<file path="config.mk">
export PLATFORM = sky130hd
export DESIGN_NAME = cache_req_sequencer
export DESIGN_NICKNAME = d
export VERILOG_FILES = /design/src/rtl/cache_seq_pkg.sv /design/src/rtl/cache_req_fifo.sv /design/src/rtl/cache_req_sequencer.sv
export SDC_FILE = /design/constraint.sdc
export NUM_CORES = 1
export LEC_CHECK = 0
export ABC_CLOCK_PERIOD_IN_PS = 4700
export BUFFER_PORTS_ARGS = -buffer_cell sky130_fd_sc_hd__buf_4
export CAP_MARGIN = 15
export CORE_MARGIN = 1.5
export CORE_UTILIZATION = 38
export DETAILED_ROUTE_END_ITERATION = 8
export SLEW_MARGIN = 25
export SYNTH_ARGS = -nofsm -noshare
export SYNTH_HDL_FRONTEND = slang
export SYNTH_SLANG_ARGS = --single-unit
</file>
<file path="constraint.sdc">
create_clock -name clk -period 4.7 [get_ports clk]
set_input_delay 0.94 -clock clk [delete_from_list [all_inputs] [get_ports clk]]
set_output_delay 0.94 -clock clk [all_outputs]
set_load 0.1 [all_outputs]
</file>
<file path="src/rtl/cache_seq_pkg.sv">
`default_nettype none
// ============================================================================
// Module      : cache_seq_pkg
// Description : Shared types and constants for the cache request sequencer.
//               The FSM state encoding, the fixed index/counter widths and
//               a saturating-increment helper live here. The request struct
//               is declared in the top level because its field widths follow
//               the top's TAG_WIDTH / DATA_WIDTH parameters.
// Revision    : 1.0 - initial release
// ============================================================================
package cache_seq_pkg;

  localparam int INDEX_WIDTH = 6;
  localparam int CNT_WIDTH   = 16;

  typedef enum logic [2:0] {
    ST_IDLE   = 3'd0,
    ST_ISSUE  = 3'd1,
    ST_ACCESS = 3'd2,
    ST_WAIT   = 3'd3,
    ST_RESP   = 3'd4
  } state_e;

  // Statistics counters stick at all-ones instead of wrapping.
  function automatic logic [CNT_WIDTH-1:0] sat_inc(input logic [CNT_WIDTH-1:0] v);
    return (v == {CNT_WIDTH{1'b1}}) ? v : v + 1'b1;
  endfunction

endpackage
`default_nettype wire

</file>
<file path="src/rtl/cache_req_fifo.sv">
`default_nettype none
// ============================================================================
// Module      : cache_req_fifo
// Description : Show-ahead synchronous FIFO holding request entries.
//               push_i is ignored while full (even with a same-cycle pop),
//               pop_i is ignored while empty. rdata_o always shows the head.
// Ports       : clk, rst (async, active-high)
//               push_i / wdata_i  - write side
//               pop_i  / rdata_o  - read side (head entry)
//               full_o, empty_o   - occupancy flags
// Revision    : 1.0 - initial release
// ============================================================================
module cache_req_fifo #(
  parameter int  FIFO_DEPTH = 4,
  parameter type ENTRY_T    = logic
) (
  input  logic   clk,
  input  logic   rst,
  input  logic   push_i,
  input  ENTRY_T wdata_i,
  input  logic   pop_i,
  output ENTRY_T rdata_o,
  output logic   full_o,
  output logic   empty_o
);

  localparam int AW = $clog2(FIFO_DEPTH);
  localparam logic [AW:0] FULL_CNT = FIFO_DEPTH[AW:0];

  ENTRY_T          mem_q [FIFO_DEPTH];
  logic [AW-1:0]   wptr_q;
  logic [AW-1:0]   rptr_q;
  logic [AW:0]     count_q;
  logic            w_push;
  logic            w_pop;

  assign full_o  = (count_q == FULL_CNT);
  assign empty_o = (count_q == '0);
  assign w_push  = push_i && !full_o;
  assign w_pop   = pop_i && !empty_o;
  assign rdata_o = mem_q[rptr_q];

  // Depth is a power of two, so pointer overflow is the modulo wrap.
  always_ff @(posedge clk or posedge rst) begin
    if (rst) begin
      wptr_q  <= '0;
      rptr_q  <= '0;
      count_q <= '0;
    end else begin
      if (w_push) wptr_q <= wptr_q + 1'b1;
      if (w_pop)  rptr_q <= rptr_q + 1'b1;
      case ({w_push, w_pop})
        2'b10:   count_q <= count_q + 1'b1;
        2'b01:   count_q <= count_q - 1'b1;
        default: count_q <= count_q;
      endcase
    end
  end

  always_ff @(posedge clk) begin
    if (w_push) mem_q[wptr_q] <= wdata_i;
  end

endmodule
`default_nettype wire

</file>
<file path="src/rtl/cache_req_sequencer.sv">
`default_nettype none
// ============================================================================
// Module      : cache_req_sequencer
// Description : Front end for the 64-line direct-mapped cache. Queues
//               requests, drives each one to the cache as a two-cycle
//               read/write command, waits for cache_ready (or times out),
//               emits one response pulse and keeps read hit/miss counts.
// Ports       : clk, rst (async, active-high)
//               req_*   - request valid/ready interface (req_ready = !full)
//               cache_* / addr_* / write_data / read_data - cache side
//               rsp_*   - one-cycle response (rsp_valid qualifies the rest)
//               hit_count, miss_count - saturating read statistics
//               busy    - FSM active or requests queued
// Revision    : 1.0 - initial release
// ============================================================================
module cache_req_sequencer
  import cache_seq_pkg::*;
#(
  parameter int DATA_WIDTH = 32,
  parameter int TAG_WIDTH  = 8,
  parameter int FIFO_DEPTH = 4,
  parameter int TIMEOUT    = 15
) (
  input  logic                   clk,
  input  logic                   rst,
  input  logic                   req_valid,
  output logic                   req_ready,
  input  logic                   req_write,
  input  logic [TAG_WIDTH-1:0]   req_tag,
  input  logic [INDEX_WIDTH-1:0] req_index,
  input  logic [DATA_WIDTH-1:0]  req_wdata,
  output logic                   cache_read,
  output logic                   cache_write,
  output logic [TAG_WIDTH-1:0]   addr_tag,
  output logic [INDEX_WIDTH-1:0] addr_index,
  output logic [DATA_WIDTH-1:0]  write_data,
  input  logic [DATA_WIDTH-1:0]  read_data,
  input  logic                   cache_hit,
  input  logic                   cache_ready,
  output logic                   rsp_valid,
  output logic                   rsp_write,
  output logic                   rsp_hit,
  output logic                   rsp_err,
  output logic [DATA_WIDTH-1:0]  rsp_data,
  output logic [CNT_WIDTH-1:0]   hit_count,
  output logic [CNT_WIDTH-1:0]   miss_count,
  output logic                   busy
);

  typedef struct packed {
    logic                   write;
    logic [TAG_WIDTH-1:0]   tag;
    logic [INDEX_WIDTH-1:0] index;
    logic [DATA_WIDTH-1:0]  wdata;
  } req_t;

  localparam logic [7:0] TMO_LAST = 8'(TIMEOUT - 1);

  state_e                 state_q, state_d;
  req_t                   w_fifo_in, w_fifo_out, hold_q;
  logic                   w_full, w_empty, w_pop;
  logic [7:0]             timer_q;
  logic                   rsp_hit_q, rsp_err_q;
  logic [DATA_WIDTH-1:0]  rdata_q;
  logic [CNT_WIDTH-1:0]   hit_cnt_q, miss_cnt_q;

  assign w_fifo_in = '{write: req_write, tag: req_tag, index: req_index, wdata: req_wdata};

  cache_req_fifo #(
    .FIFO_DEPTH (FIFO_DEPTH),
    .ENTRY_T    (req_t)
  ) u_fifo (
    .clk     (clk),
    .rst     (rst),
    .push_i  (req_valid),
    .wdata_i (w_fifo_in),
    .pop_i   (w_pop),
    .rdata_o (w_fifo_out),
    .full_o  (w_full),
    .empty_o (w_empty)
  );

  assign req_ready  = !w_full;
  assign addr_tag   = hold_q.tag;
  assign addr_index = hold_q.index;
  assign write_data = hold_q.wdata;
  assign rsp_write  = hold_q.write;
  assign rsp_hit    = rsp_hit_q;
  assign rsp_err    = rsp_err_q;
  assign rsp_data   = rdata_q;
  assign hit_count  = hit_cnt_q;
  assign miss_count = miss_cnt_q;
  assign busy       = (state_q != ST_IDLE) || !w_empty;

  // The command is asserted in ISSUE and ACCESS only, so it is already low
  // in WAIT when cache_ready arrives.
  always_comb begin
    state_d     = state_q;
    w_pop       = 1'b0;
    cache_read  = 1'b0;
    cache_write = 1'b0;
    rsp_valid   = 1'b0;
    case (state_q)
      ST_IDLE: begin
        if (!w_empty) begin
          w_pop   = 1'b1;
          state_d = ST_ISSUE;
        end
      end
      ST_ISSUE: begin
        cache_read  = !hold_q.write;
        cache_write = hold_q.write;
        state_d     = ST_ACCESS;
      end
      ST_ACCESS: begin
        cache_read  = !hold_q.write;
        cache_write = hold_q.write;
        state_d     = ST_WAIT;
      end
      ST_WAIT: begin
        if (cache_ready || (timer_q == TMO_LAST)) state_d = ST_RESP;
      end
      ST_RESP: begin
        rsp_valid = 1'b1;
        state_d   = ST_IDLE;
      end
      default: state_d = ST_IDLE;
    endcase
  end

  always_ff @(posedge clk or posedge rst) begin
    if (rst) begin
      state_q    <= ST_IDLE;
      hold_q     <= '0;
      timer_q    <= '0;
      rsp_hit_q  <= 1'b0;
      rsp_err_q  <= 1'b0;
      rdata_q    <= '0;
      hit_cnt_q  <= '0;
      miss_cnt_q <= '0;
    end else begin
      state_q <= state_d;
      if (w_pop) begin
        hold_q    <= w_fifo_out;
        rsp_err_q <= 1'b0;
        rdata_q   <= '0;
      end
      // Hit is sampled before a write completes, i.e. the pre-write status.
      if (state_q == ST_ACCESS) begin
        rsp_hit_q <= cache_hit;
        timer_q   <= '0;
      end
      if (state_q == ST_WAIT) begin
        timer_q <= timer_q + 1'b1;
        if (cache_ready) begin
          if (!hold_q.write) rdata_q <= read_data;
        end else if (timer_q == TMO_LAST) begin
          rsp_err_q <= 1'b1;
        end
      end
      if ((state_q == ST_RESP) && !hold_q.write && !rsp_err_q) begin
        if (rsp_hit_q) hit_cnt_q  <= sat_inc(hit_cnt_q);
        else           miss_cnt_q <= sat_inc(miss_cnt_q);
      end
    end
  end

endmodule
`default_nettype wire
</file>
==> metrics.md, run 1 <==
| Metric | Value |
|---|---|
| Syn Area/Cell | `18.2 µm²` |
| Synth unique cells | `49` |
| IO Port Bufs | `201` |
| Worst Hold End | `u_fifo.count_q[2]` |
| Area growth, synth to finish | `25.1%` |
| Total negative slack | `0 ns` |
| Resized cells post-CTS | `0` |
| Hold path startpoint | `u_fifo.count_q[2]` |
| Layout filler cell count | `2,702` |
| Routed vias | `6,773` |
| Fin crit share | `58.6%` |
| Total number of yosys warnings | `0` |
| RSZ-0062 raised after global routing | `no` |
| Leading post-synthesis cells by cell area | `edfxtp_1 46%, dfrtp_1 27%, mux4_2 8.6%` |
| Die height | `183 µm` |
| Commonest cells in the synthesized netlist | `188 x edfxtp_1, 131 x dfrtp_1, 50 x mux2_2` |
| Post-route DRC | `0` |
| CP Launch Type | `register` |
| IO Pins | `202` |
| Main synth FF type | `edfxtp_1` |
| Max H-tree Level | `2` |
| Fin crit period | `2.75 ns` |
| Num CTS Buffers | `35` |
| Hold WS | `0.495 ns` |
| Async SR Flop Fraction | `41.1%` |
| Synth top area share | `45.8%` |
| Clock Tree Buf Depth | `3` |
| FF-to-FF End | `rsp_data[5]` |
| Share of layout cells above drive strength 1 | `40.1%` |
| Grt ovf | `0` |
| Worst Hold Class | `register to register` |
| CTS tree | `yes` |
| CP required | `3.76 ns` |
| Final ANT Viol Nets | `0` |
| Routed WL per cell | `19.4 µm` |
| First-pass DRT Iterations | `4` |
| Post-layout nets | `993` |
| Worst-path fanout max | `3` |
| Clk pin slew, worst setup/hold paths | `0.06 ns` |
| Post-synthesis sequential area ratio | `72.3%` |
| Die footprint | `0.0336 mm²` |
| Post CTS Setup Buffer Count | `0` |
| Worst slew margin | `42.6%` |
| Top-count cell post-synth | `edfxtp_1` |
| Setup-failing EPs final | `0` |
| Post-DP HPWL | `16.9 mm` |
| Slew Limit Fails | `0` |
| Starting Density | `38.9%` |
| Yosys reg bits | `319` |
| Root buffer cell | `clkbuf_16` |
| Initial antenna violation count | `1` |
| RePlAce Congestion | `0.766` |
| CP Capture Type | `output port` |
| FF-to-FF Start | `u_fifo.count_q[0]` |
| Synth Cell Area | `0.0123 mm²` |
| FMAX | `363 MHz` |
| Number of synthesized flops with an enable pin | `188` |
| Post-synth top area cell | `edfxtp_1` |
| Max-Cap Viols | `0` |
| Clock skew | `0.0223 ns` |
| Mapped Cells | `678` |
| Routed wire length | `25.8 mm` |
| R2r worst-path depth | `5` |
| Vias per cell | `5.10` |
| Hold-critical path depth | `1` |
| Setup slack, reg-to-reg | `2.46 ns` |
| Clock Latency Late Sink | `0.52 ns` |
| Largest net degree at the start of global routing | `91` |
| Core box area | `0.0317 mm²` |
| Slew @ Worst Pin | `0.861 ns` |
| Net Count, Synth | `772` |
| Worst Path Class, Setup | `register to output port` |
| Final Hold Fails | `0` |
| Vias in the first global route | `7,061` |
| DR iter-0 viols | `348` |
| Status | `finished clean` |
| CTS Sinks | `319` |
| GRT Total Usage | `15.6%` |
| First-pass GRT wire length | `40.5 mm` |
| Row cnt | `65` |
| Hold-fix buffers, CTS | `0` |
| Worst path arrival time | `1.81 ns` |
| Die Wd | `183 µm` |
## layout by cell type, fill, tap and decap left out, types with 10 or more instances in the layout
cell type,count
nand2_1,23
inv_1,14
mux4_2,47
dfrtp_1,129
nand3_1,17
nor2_1,13
mux2_2,50
buf_4,211
nor3_1,10
edfxtp_1,188
clkbuf_1,16
clkbuf_16,35
xor2_1,28
a22o_1,33
## cell type report
cell class / count / area, µm² / area share, %
clock inverters: 9 / 91.3 / 0.592
multi-input cells: 316 / 3260 / 21.1
well taps: 402 / 503 / 3.26
flip-flops and latches: 319 / 8930 / 57.8
inverters: 15 / 61.3 / 0.397
diodes: 2 / 5.00 / 0.0324
repair buffers: 212 / 1600 / 10.4
clock buffers: 54 / 977 / 6.33
## worst max-delay path by stage
stage | from | endpoint | slack, ns | cells past startpoint
3_3_place_gp | cache_ready | rsp_data[28] | 1.99 | 5
6_report | u_fifo.count_q[0] | busy | 1.95 | 3
2_1_floorplan | rst | addr_index[0] | 0.26 | 1
3_5_place_dp | req_valid | u_fifo.mem_q[2][34] | 2.15 | 3
5_1_grt | state_q[0] | cache_read | 1.85 | 4
4_1_cts | u_fifo.count_q[0] | busy | 1.93 | 3
## worst max-delay path, cell delays in order (launching register included)
cell	delay, ns
dfrtp_1	0.41
nor3_1	0.45
nand3b_1	0.18
buf_4	0.27
## state kept, by name, indices dropped and copies added (netlist names)
signal / flops
addr_index: 6
addr_tag: 8
hit_count: 16
miss_count: 16
rsp_data: 32
rsp_err: 1
rsp_hit: 1
rsp_write: 1
state_q: 3
timer_q: 8
u_fifo.count_q: 3
u_fifo.mem_q: 188
u_fifo.rptr_q: 2
u_fifo.wptr_q: 2
write_data: 32
## metal layers
| metal | share of wire (%) | up-vias | GRT usage, % | routed length [µm] |
|---|---|---|---|---|
| li1 | - | 3101 | - | - |
| met1 | 45 | 3389 | 21.9 | 11600 |
| met2 | 46 | 241 | 24.5 | 11700 |
| met3 | 7.6 | 42 | 3.73 | 1950 |
| met4 | 2.1 | 0 | 4.43 | 535 |
| met5 | 0 | - | 0 | 0 |
## cell families (layout without fill, tap and decap cells)
| group | Yosys count | count (layout) | synth area share (%) |
|---|---|---|---|
| adder cells (fa/ha/maj) | 10 | 10 | 1.07 |
| other | 0 | 2 | 0 |
| buffers and inverters | 43 | 290 | 1.44 |
| AO/OA/AOI/OAI | 58 | 58 | 3.88 |
| AND/OR/NAND/NOR | 111 | 111 | 5.24 |
| XOR/XNOR | 36 | 36 | 2.56 |
| flip-flops | 319 | 319 | 72.3 |
| multiplexers | 101 | 101 | 13.5 |
## stage by stage
step	util [%]	instance area [µm²]	setup WS (ns)	std cells
after detailed placement	45.2	14300	2.15	1263
after CTS	48.6	15400	1.93	1326
final	48.7	15400	1.95	1329
after global placement	45.2	14300	1.99	1263
after global routing	48.7	15400	1.85	1328
after floorplan	-	12300	0.262	678
Power of run 1 is left out: the tool's default activity adds up to more than one toggle a clock period on the data nets, which glitch-free logic cannot reach.
==> inputs of run 2 (changes only) <==
- ABC_CLOCK_PERIOD_IN_PS: 4700 -> 2210
- clock period: 4.7 -> 2.21 ns (I/O delays scaled with it)
==> metrics.md, run 2 (synthesis gave the netlist of run 1 again) <==
| Metric | Value |
|---|---|
| Final worst slack | `0.0737 ns` |
| Global route hottest layer | `met2` |
| Clock Latency Late Sink | `0.52 ns` |
| CP required | `1.77 ns` |
| Pint | `14.9 mW` |
| Final ANT Viol Nets | `0` |
| CP bufs+invs | `2` |
| Die Wd | `183 µm` |
| CTS tree | `yes` |
| CP Launch Type | `register` |
| CP top delay family | `flip-flops` |
| CP Capture Type | `output port` |
| Setup slack, reg-to-reg | `0.19 ns` |
| Most common cell after layout, fill and taps aside | `buf_4` |
| Routed WL per cell | `19.3 µm` |
| Die footprint | `0.0336 mm²` |
| Setup-failing EPs final | `0` |
| Hold-fix buffers, CTS | `0` |
| CTS Sinks | `319` |
| Area growth, synth to finish | `29.1%` |
| Post-DP HPWL | `16.4 mm` |
| Routed wire length | `26.1 mm` |
| FMAX | `468 MHz` |
| ANT cells | `0` |
| Grt ovf | `0` |
| Final core utilization | `50.2%` |
| First-pass DRT Iterations | `4` |
| Largest net degree at the start of global routing | `98` |
| GR Layer Usage met3 | `5.24%` |
| RePlAce Congestion | `0.781` |
| Slew Limit Fails | `0` |
| IO Pins | `202` |
| Setup WS pre-CTS | `0.156 ns` |
| Vias per cell | `5.10` |
| Critical path's slowest cell | `dfrtp_1` |
| Worst Path Class, Setup | `register to output port` |
| Post-layout nets | `1,014` |
| Critical path depth | `5` |
| Share of layout cells above drive strength 1 | `45.8%` |
| DR iter-0 viols | `335` |
| Most flops, register | `u_fifo.mem_q` |
| Hold WS | `0.103 ns` |
| IO Port Bufs | `201` |
| CP max stage delay | `0.38 ns` |
| Final Hold Fails | `0` |
| Status | `finished clean` |
| FF-to-FF Start | `state_q[0]` |
| FF-to-FF End | `u_fifo.count_q[2]` |
| Fin crit period | `2.14 ns` |
| RSZ-0062 raised after global routing | `yes` |
| Starting Density | `38.9%` |
| Clk pin slew, worst setup/hold paths | `0.06 ns` |
| Initial antenna violation count | `0` |
| Most frequent cells in the layout | `220 x buf_4, 188 x edfxtp_1, 109 x dfrtp_1, 50 x mux2_2, 47 x mux4_2` |
| Root buffer cell | `clkbuf_16` |
| Max FFs per register | `188` |
| Routed vias | `6,878` |
| Switching Fraction | `43.0%` |
| Worst slew margin | `58.5%` |
| Worst path arrival time | `1.69 ns` |
| R2r worst-path depth | `8` |
| Clock power frac | `21.2%` |
| Worst Hold Class | `input port to async pin` |
| PD cells | `1640 mW/mm²` |
| Num CTS Buffers | `35` |
| Lkg Pwr | `6.33 nW` |
| Slew @ Worst Pin | `0.621 ns` |
| End point of the critical path | `cache_write` |
| First-pass GRT wire length | `40.7 mm` |
| GRT Total Usage | `15.7%` |
| CP Cell Sequence | `buf_6, xor2_1, nand2b_1, nor2_4, buf_8` |
| Clock Tree Buf Depth | `3` |
| Max-Cap Viols | `0` |
| Switching pwr | `11.2 mW` |
| Flop pwr share | `33.4%` |
| VDD IR max | `0.00101 V` |
| Worst-path fanout max | `4` |
| Vias in the first global route | `7,151` |
| Combinational power share | `45.3%` |
| Die height | `183 µm` |
| Max H-tree Level | `2` |
| Critical path startpoint | `state_q[1]` |
| Row cnt | `65` |
| Post-route DRC | `0` |
| Fin crit share | `96.7%` |
| Clock skew | `0.0237 ns` |
| Met2 Usage GRT | `25.6%` |
| Core box area | `0.0317 mm²` |
| GR Util met1 | `20.1%` |
-- run 2: cell count changes in the layout (fill, tap and decap cells not counted), moves of 3 or more --
cell | before | now
dfrtp_1 | 129 | 109
buf_4 | 211 | 220
dfrtp_2 | 1 | 21
buf_12 | 1 | 10
nor4_4 | 1 | 7
clkinv_2 | 2 | 5
nor4_1 | 9 | 2
-- run 2: how the worst min path moves through the flow --
stage	startpoint	end	slack, ns	depth (start not counted)
3_5_place_dp	miss_count[7]	miss_count[7]	0.48	1
2_1_floorplan	u_fifo.count_q[0]	u_fifo.count_q[0]	0.47	1
6_report	rst	miss_count[15]	0.10	3
4_1_cts	rst	rsp_data[26]	0.1	3
5_1_grt	req_wdata[3]	u_fifo.mem_q[3][3]	0.10	1
3_3_place_gp	miss_count[7]	miss_count[7]	0.47	1
-- run 2: layer usage --
| layer | vias up | routed length, µm |
|---|---|---|
| li1 | 3136 | - |
| met1 | 3476 | 11200 |
| met2 | 230 | 12300 |
| met3 | 36 | 2120 |
| met4 | 0 | 454 |
| met5 | - | 0 |
-- run 2: final cells by class --
cell class | instances | area [µm²]
Tap cell | 402 | 503
Timing Repair Buffer | 233 | 1890
Clock buffer | 55 | 1020
Clock inverter | 9 | 83.8
Sequential cell | 319 | 8950
Inverter | 15 | 60.1
Multi-Input combinational cell | 316 | 3420
Fill cell | 2654 | 15800
-- run 2: worst register-to-register path, delay by kind of cell, from the launching register on --
kind          cells  cell delay (ns)
xor+xnor          2             0.29
fa+ha+maj         2             0.61
simple gates      2             0.37
buf+inv           2             0.23
flops             1             0.45
-- run 2: per-stage QoR --
step,cell area (µm²),setup TNS (ns),power [mW],cells
floorplan,12500,-3.76,17.7,678
global placement,14800,0,20.6,1281
detailed placement,14800,0,20.7,1281
CTS,15900,0,26.4,1347
global route,15900,-0.0175,27.3,1349
finish,15900,0,26.1,1349
-- run 2: timing repair --
item | in CTS | in global routing
endpoints found under the setup margin | 4 | 3
pin swaps | 2 | 1
gates resized for setup | 7 | 3
hold endpoints to repair | 0 | 0
setup buffers | 3 | 2
-- run 2: power groups by stage --
stage                     sequential, mW  clock (mW)  combinational [mW]
after CTS                           8.75        5.72                12.0
after floorplan                     13.6           0                4.08
after global placement              8.83           0                11.7
after global routing                8.91        5.95                12.4
final                               8.74        5.55                11.8
after detailed placement            8.84           0                11.8
Note: power is estimated with default switching activity, not from simulation.
==> inputs of run 3 (changes only) <==
- ABC_CLOCK_PERIOD_IN_PS: 2210 -> 1700
- CORE_UTILIZATION: 38 -> 39
- CTS_CLUSTER_SIZE: not set -> 16
- clock period: 2.21 -> 1.7 ns (I/O delays scaled with it)
==> metrics.md, run 3 (synthesis gave the netlist of run 1 again) <==
| Metric | Value |
|---|---|
| Status | `finished with violations` |
| Failing checks | `setup timing` |
| DR iter-0 viols | `294` |
| DP Area | `0.0155 mm²` |
| FMAX | `468 MHz` |
| Routed vias | `7,411` |
| Largest net degree at the start of global routing | `33` |
| Max-Cap Viols | `0` |
| Fin crit share | `126%` |
| Worst-path fanout max | `3` |
| Power Total | `37.7 mW` |
| Most frequent cells in the layout | `278 x buf_4, 188 x edfxtp_1, 111 x dfrtp_1, 47 x mux4_2, 47 x mux2_4` |
| CP Capture Type | `output port` |
| CP top delay family | `buffers and inverters` |
| FF-to-FF Start | `state_q[0]` |
| Critical path's slowest cell | `dfrtp_1` |
| Routed WL per cell | `20.1 µm` |
| Worst path arrival time | `1.80 ns` |
| Final ANT Viol Nets | `0` |
| First-pass GRT wire length | `44.2 mm` |
| Post-layout nets | `1,122` |
| Vias per cell | `5.10` |
| Starting Density | `40.0%` |
| PD cells | `2120 mW/mm²` |
| Hold-critical path depth | `1` |
| Final core utilization | `57.6%` |
| CP Cell Sequence | `buf_6, buf_6, xor2_1, nand2b_1, nor2_4, buf_12` |
| Worst slew margin | `51.8%` |
| Area growth, synth to finish | `43.9%` |
| CTS Sinks | `319` |
| Combinational power share | `49.6%` |
| Clk pin slew, worst setup/hold paths | `0.06 ns` |
| Final Hold Fails | `0` |
| Slew @ Worst Pin | `0.722 ns` |
| Clock Latency Late Sink | `0.52 ns` |
| Post-DP HPWL | `17.8 mm` |
| IO Pins | `202` |
| Max FFs per register | `188` |
| Vias in the first global route | `7,862` |
| Root buffer cell | `clkbuf_16` |
| Worst Path Class, Setup | `register to output port` |
| Fin crit period | `2.14 ns` |
| Flop pwr share | `29.9%` |
| RSZ-0062 raised after global routing | `yes` |
| FF-to-FF End | `hit_count[9]` |
| Post-route DRC | `0` |
| Share of layout cells above drive strength 1 | `54.2%` |
| Clock skew | `0.0228 ns` |
| Core box area | `0.0308 mm²` |
| Pint | `22.0 mW` |
| Hold path startpoint | `req_wdata[3]` |
| CTS tree | `yes` |
| Initial antenna violation count | `2` |
| Slew Limit Fails | `0` |
| Die Wd | `181 µm` |
| Switching pwr | `15.6 mW` |
| CP required | `1.36 ns` |
| Die footprint | `0.0327 mm²` |
| First-pass DRT Iterations | `4` |
| Clock power frac | `20.4%` |
| CP bufs+invs | `3` |
| GRT Total Usage | `17.3%` |
| Grt ovf | `0` |
| Setup slack, reg-to-reg | `-0.25 ns` |
| Switching Fraction | `41.5%` |
| Most common cell after layout, fill and taps aside | `buf_4` |
| Setup-failing EPs final | `115` |
| VDD IR max | `0.00153 V` |
| Row cnt | `64` |
| Max H-tree Level | `2` |
| Worst Hold Class | `input port to register` |
| Num CTS Buffers | `36` |
| R2r worst-path depth | `8` |
| Final worst slack | `-0.439 ns` |
| IO Port Bufs | `201` |
| CP max stage delay | `0.40 ns` |
| Routed wire length | `29.1 mm` |
| Most flops, register | `u_fifo.mem_q` |
| RePlAce Congestion | `0.799` |
| Most used cell, CP | `buf_6` |
| Clock Tree Buf Depth | `3` |
| CP Launch Type | `register` |
| Post-route cell area | `0.0178 mm²` |
| Die height | `181 µm` |
| Worst Hold End | `u_fifo.mem_q[0][3]` |
| Lkg Pwr | `7.26 nW` |
run 3: per-stage QoR:
stage	setup slack, ns	TNS [ns]	hold slack [ns]	cells
5_1_grt	-0.490	-20.19	0.00880	1451
4_1_cts	-0.421	-10.94	0.00266	1437
3_3_place_gp	-0.130	-1.89	0.484	1347
3_5_place_dp	-0.169	-2.45	0.486	1347
2_1_floorplan	-0.799	-60.89	0.439	678
6_report	-0.439	-11.96	0.0192	1452
run 3: power groups by stage:
stage	logic (mW)	clock network (mW)	registers [mW]
floorplan	5.32	0	17.7
global placement	16.2	0	11.3
detailed placement	16.3	0	11.4
CTS	17.7	7.89	11.3
global route	19.5	8.20	11.5
finish	18.7	7.70	11.3
run 3: worst max-delay path by stage:
stage | from | to | slack (ns) | cells after the start
2_1_floorplan | state_q[0] | hit_count[9] | -0.80 | 5
3_3_place_gp | state_q[1] | u_fifo.count_q[2] | -0.13 | 7
3_5_place_dp | u_fifo.count_q[1] | u_fifo.count_q[2] | -0.17 | 10
4_1_cts | state_q[0] | cache_write | -0.42 | 6
5_1_grt | state_q[0] | cache_write | -0.49 | 6
6_report | state_q[0] | cache_write | -0.44 | 6
run 3: final cells by class:
| type | count | area [µm²] |
|---|---|---|
| antenna | 1 | 2.50 |
| clock buffer | 49 | 990 |
| clock inverter | 16 | 199 |
| fill | 2349 | 13100 |
| inverter | 15 | 60.1 |
| multi-input combinational | 316 | 3910 |
| sequential | 319 | 8950 |
| tap | 396 | 495 |
| timing repair buffer | 340 | 3150 |
run 3: layer usage:
| metal | GRT usage [%] | vias to the layer above | part of all wire [%] |
|---|---|---|---|
| met1 | 22.1 | 3818 | 42 |
| met2 | 28.6 | 212 | 48 |
| met5 | 0 | - | 0.034 |
| met4 | 3.80 | 2 | 1.1 |
| met3 | 6.09 | 30 | 8.3 |
| li1 | - | 3349 | - |
run 3: timing repair:
action	4_1_cts	5_1_grt
setup endpoints to repair	47	125
gates resized for setup	92	64
hold buffers	1	0
pin swaps	28	17
hold endpoints to repair	8	0
buffers inserted	22	13
gates cloned	2	5
